===== src/rtl/fb_pkg.sv =====
// Shared widths and controller states for the fb_cpu memory responder.
package fb_pkg;
  localparam int FB_ADDRESS_WIDTH = 6;
  localparam int FB_DATA_WIDTH    = 10;

  typedef enum logic [1:0] {
    LOAD  = 2'd0,
    RUN   = 2'd1,
    CLEAR = 2'd2
  } fb_state_e;
endpackage


===== src/rtl/fb_ram_core.sv =====
// Single-port synchronous RAM with registered read-before-write output.
module fb_ram_core #(
  parameter int AW    = 6,
  parameter int DW    = 10,
  parameter int DEPTH = 64
) (
  input  logic          clk,
  input  logic          we,
  input  logic [AW-1:0] addr,
  input  logic [DW-1:0] wdata,
  output logic [DW-1:0] rdata
);
  logic [DW-1:0] mem [DEPTH];

  // No reset on the array or the read register: contents survive rst.
  always_ff @(posedge clk) begin
    if (we) mem[addr] <= wdata;
    rdata <= mem[addr];
  end
endmodule


===== src/rtl/fb_mem_responder.sv =====
// Memory responder for fb_cpu: RAM owned by host (LOAD), CPU (RUN) or the clear sweep (CLEAR).
//
//  state | meaning
//  LOAD  | host owns RAM via valid/ready port, CPU held in reset
//  RUN   | CPU owns RAM, hold released
//  CLEAR | sweep writes zero to every word, one per cycle, then back to LOAD
module fb_mem_responder
  import fb_pkg::*;
#(
  parameter int ADDRESS_WIDTH = FB_ADDRESS_WIDTH,
  parameter int DATA_WIDTH    = FB_DATA_WIDTH,
  parameter int DEPTH         = 2 ** ADDRESS_WIDTH,
  parameter int IO_ADDR       = 63
) (
  input  logic                     clk,
  input  logic                     rst,
  input  logic [ADDRESS_WIDTH-1:0] i_addr,
  input  logic                     i_we,
  input  logic [DATA_WIDTH-1:0]    i_wdata,
  output logic [DATA_WIDTH-1:0]    o_rdata,
  output logic                     o_cpu_hold,
  input  logic                     h_valid,
  output logic                     h_ready,
  input  logic                     h_we,
  input  logic [ADDRESS_WIDTH-1:0] h_addr,
  input  logic [DATA_WIDTH-1:0]    h_wdata,
  output logic                     h_rvalid,
  output logic [DATA_WIDTH-1:0]    h_rdata,
  input  logic                     h_start,
  input  logic                     h_stop,
  input  logic                     h_clear,
  output logic [DATA_WIDTH-1:0]    o_io
);
  localparam logic [ADDRESS_WIDTH-1:0] IO_A     = ADDRESS_WIDTH'(IO_ADDR);
  localparam logic [ADDRESS_WIDTH-1:0] LAST_A   = ADDRESS_WIDTH'(DEPTH - 1);

  fb_state_e                  state_q, state_d;
  logic [ADDRESS_WIDTH-1:0]   clr_cnt_q;
  logic                       hold_q;
  logic                       run_q;
  logic                       rvalid_q;
  logic [DATA_WIDTH-1:0]      hdata_q;
  logic [DATA_WIDTH-1:0]      io_q;

  logic [ADDRESS_WIDTH-1:0]   ram_addr;
  logic                       ram_we;
  logic [DATA_WIDTH-1:0]      ram_wdata;
  logic [DATA_WIDTH-1:0]      ram_q;
  logic                       host_rd;
  logic                       io_we;

  always_comb begin
    state_d   = state_q;
    ram_addr  = h_addr;
    ram_we    = 1'b0;
    ram_wdata = h_wdata;
    host_rd   = 1'b0;
    io_we     = 1'b0;
    case (state_q)
      LOAD: begin
        ram_we  = h_valid & h_we;
        host_rd = h_valid & ~h_we;
        io_we   = h_valid & h_we & (h_addr == IO_A);
        if (h_clear)      state_d = CLEAR;
        else if (h_start) state_d = RUN;
      end
      RUN: begin
        ram_addr  = i_addr;
        ram_we    = i_we;
        ram_wdata = i_wdata;
        io_we     = i_we & (i_addr == IO_A);
        if (h_stop) state_d = LOAD;
      end
      CLEAR: begin
        ram_addr  = clr_cnt_q;
        ram_we    = 1'b1;
        ram_wdata = '0;
        if (clr_cnt_q == LAST_A) state_d = LOAD;
      end
      default: state_d = LOAD;
    endcase
  end

  // Writes are suppressed while rst is low so an aborted sweep leaves the tail intact.
  fb_ram_core #(
    .AW   (ADDRESS_WIDTH),
    .DW   (DATA_WIDTH),
    .DEPTH(DEPTH)
  ) u_ram (
    .clk  (clk),
    .we   (ram_we & rst),
    .addr (ram_addr),
    .wdata(ram_wdata),
    .rdata(ram_q)
  );

  always_ff @(posedge clk) begin
    if (!rst) begin
      state_q   <= LOAD;
      clr_cnt_q <= '0;
      hold_q    <= 1'b1;
      run_q     <= 1'b0;
      rvalid_q  <= 1'b0;
      hdata_q   <= '0;
      io_q      <= '0;
    end else begin
      state_q   <= state_d;
      clr_cnt_q <= (state_q == CLEAR) ? clr_cnt_q + ADDRESS_WIDTH'(1) : '0;
      hold_q    <= (state_d != RUN);
      run_q     <= (state_q == RUN);
      rvalid_q  <= host_rd;
      if (rvalid_q) hdata_q <= ram_q;
      if (io_we)    io_q    <= ram_wdata;
    end
  end

  // RAM read register is shared; each consumer sees it only when it owned the port last cycle.
  assign o_rdata    = run_q ? ram_q : '0;
  assign h_rdata    = rvalid_q ? ram_q : hdata_q;
  assign h_rvalid   = rvalid_q;
  assign h_ready    = (state_q == LOAD);
  assign o_cpu_hold = hold_q;
  assign o_io       = io_q;
endmodule


===== config.mk =====
export PLATFORM = sky130hd
export DESIGN_NAME = fb_mem_responder
export DESIGN_NICKNAME = d
export VERILOG_FILES = /design/src/rtl/fb_pkg.sv /design/src/rtl/fb_ram_core.sv /design/src/rtl/fb_mem_responder.sv
export SDC_FILE = /design/constraint.sdc
export NUM_CORES = 1
export LEC_CHECK = 0
export ABC_AREA = 1
export BUFFER_PORTS_ARGS = -buffer_cell sky130_fd_sc_hd__buf_2
export CAP_MARGIN = 20
export CORE_MARGIN = 5
export CORE_UTILIZATION = 30
export CTS_BUF_LIST = sky130_fd_sc_hd__clkbuf_8
export DETAILED_ROUTE_END_ITERATION = 12
export HOLD_SLACK_MARGIN = 0.15
export SETUP_SLACK_MARGIN = 0.3
export SKIP_LAST_GASP = 1
export SYNTH_ARGS = -nofsm -noshare
export SYNTH_HDL_FRONTEND = slang
export SYNTH_HIERARCHICAL = 1
export SYNTH_SLANG_ARGS = --single-unit

===== constraint.sdc =====
create_clock -name clk -period 9.9 [get_ports clk]
set_clock_uncertainty 0.15 [all_clocks]
set_input_delay 1.98 -clock clk [delete_from_list [all_inputs] [get_ports clk]]
set_output_delay 1.98 -clock clk [all_outputs]
set_load 0.1 [all_outputs]

==> run metrics <==
outcome completed; post-CTS setup buffer count 0; Hold WS 0.318 ns; cts bufs inserted 112; Worst Max-Slew Pin Slew 1.13 ns; 1st-iter DRT viols 1,843; mapped cell area 29,000 sq um; CTS Root Cell clkbuf_8; Final nets 3,079; Fmax 0.183 GHz; Gate Count Post-Synth 2,954; global-route wire length before repair 117,000 microns; footprint of the multi-input gates 8120 sq um; Setup Viol. Count Final 0; Initial Utilization 0.301; Slowest cell on crit path nor2_1; worst slack, placed 3.74 ns; CP endpoint kind flip-flop; Critical Path AT 5.65 ns; First-pass DRT Iterations 5; RSZ-0062 raised after global routing no; fillcell total 9,755; CTS max path bufs 3; wire per inst 17.6 microns; crit path launch rst; number of flops mapped to enable cells by yosys 640; gr usage total 0.146; Worst Path Max Fanout 22; Max IR drop VDD 0.100 mV; top_reg_cell synth edfxtp_1; GP Congestion 0.838; ranking of synthesized cells by instance count nand2_1, edfxtp_1, nor2_1; hold wc startpoint hdata_q[6]; H-tree depth 3; DRC viols 0; I/O Pins 73; synthesis-to-finish area growth 12.8%; clk_lat worst skew 0.73 ns; Die H 321 microns; worst hold path type flip-flop to flip-flop; CP cell instances buf_2, inv_1, nor3_1, nand4_1, nor2_1; Seq/Total Area, Yosys 0.692; # hold bufs at CTS 0; Final Cycle Share 0.553; Area after DPL 30,600 sq um; fin. max-slew vios 0; CORE AREA 96,300 sq um; post-synth cell types 30; Async S/R FF share, synth 0; Vias 20,000; Avg Vias per Cell 4.55; I/O Buffers 72; via count of the first global-routing pass 19,200; largest area contributor in the netlist edfxtp_1; type of origin of the critical path input port; Syn. warnings 6; TNS Setup 0 ns; clk slew on worst S/H paths 0.06 ns; Detailed Place HPWL 43,300 microns; final instance area 32,700 sq um; final core occ 0.340; RR Startpoint state_q[0]; row cnt 114; GR Overflow Total 0; clock sink total 681; die footprint 103,000 sq um; largest net degree at the start of global routing 140; post-CTS sizing 0; most common cell in the netlist nand2_1; Routed WL 77,300 microns; Critical Path RT 10.07 ns; CP peak stage delay 1.14 ns; PwrDens 199 nW/um^2; sequential cell area 20,000 sq um; Mean Syn Cell Area 9.81 sq um; fin crit period 5.47 ns; PnR worst setup slack 4.43 ns; share of cells above drive strength 1 0.0893; final hold vios 0; worst setup path class input port to flip-flop; Area contributors post-synth edfxtp_1, nand2_1, dfxtp_1; Max Cap Viol 0; Die Wd 321 microns; Slew HR 0.241; Yosys top cell area share 0.663; post-route ant nets 0; total leakage power 13.8 nW; Yosys reg bits 681; initial antenna violation count 1; Syn Nets 2,999; TritonCTS clock tree done
placed cells by master (no fill, tap or decap):
master,count
clkinv_2,7
o211ai_1,8
o21ai_0,8
nor4_2,2
o21a_1,1
nand2_4,1
dfxtp_1,41
nand4_1,2
ha_1,5
nand3b_1,2
clkinv_1,32
nand3_4,3
clkbuf_8,123
inv_4,1
inv_6,2
nand3_1,32
buf_4,32
inv_1,93
bufinv_16,2
buf_16,1
buf_2,72
or2_2,6
nor2_1,104
nor2_2,2
nor3b_1,1
a21oi_1,20
edfxtp_1,640
inv_8,1
a21oi_2,4
nand2_1,1847
diode_2,1
inv_2,3
o21ai_1,1
nand2_2,17
nor3_1,9
flip-flops by register name, summed over array words and instances, names as in the netlist:
signal / count
u_ram/mem: 640
hdata_q: 10
o_io: 10
u_ram/rdata: 10
clr_cnt_q: 6
state_q: 2
h_rvalid: 1
o_cpu_hold: 1
run_q: 1
routing by layer:
layer / routed length (microns) / global-route usage
met4: 1780 / 0.0482
met1: 34400 / 0.203
met2: 36400 / 0.236
met3: 4790 / 0.0218
met5: 0 / 0
final cells by class:
class                   instances  share of cell area
clock inverters                82              0.0116
flip-flops and latches        681               0.613
diodes                          1           0.0000766
repair buffers                105              0.0192
inverters                      59             0.00712
clock buffers                 123              0.0518
multi-input cells            2075               0.248
well taps                    1276              0.0488
logic make-up (layout without fill, tap and decap cells):
family / Yosys count / count (layout) / synth area share
AND/OR/NAND/NOR: 2028 / 2028 / 0.267
flip-flops: 681 / 681 / 0.692
buffers and inverters: 198 / 369 / 0.0304
AO/OA/AOI/OAI: 42 / 42 / 0.00855
adder cells (fa/ha/maj): 5 / 5 / 0.00216
other: 0 / 1 / 0
metrics by stage:
stage / std cells / power, mW
after global placement: 4195 / 4.29
after global routing: 4402 / 6.80
final: 4402 / 6.52
after CTS: 4400 / 6.57
after floorplan: 2954 / 3.94
after detailed placement: 4195 / 4.29
power breakdown:
part	switching [mW]	total, mW	internal (mW)
Combinational	0.748	0.952	0.204
Sequential	0.0322	3.29	3.25
Clock	1.10	2.28	1.18
Total	1.88	6.52	4.64
final timing paths:
kind                       to  slack (ns)  depth (start not counted)
max          u_ram/mem[39][7]        4.43                          5
min                hdata_q[6]        0.32                          2
max reg2reg  u_ram/mem[59][3]        4.53                         10
min reg2reg        hdata_q[6]        0.32                          2
critical path, delay by kind of cell:
kind / cells / cell delay, ns
simple gates: 3 / 3.18
buf+inv: 2 / 0.47
Note: power is estimated with default switching activity, not from simulation.
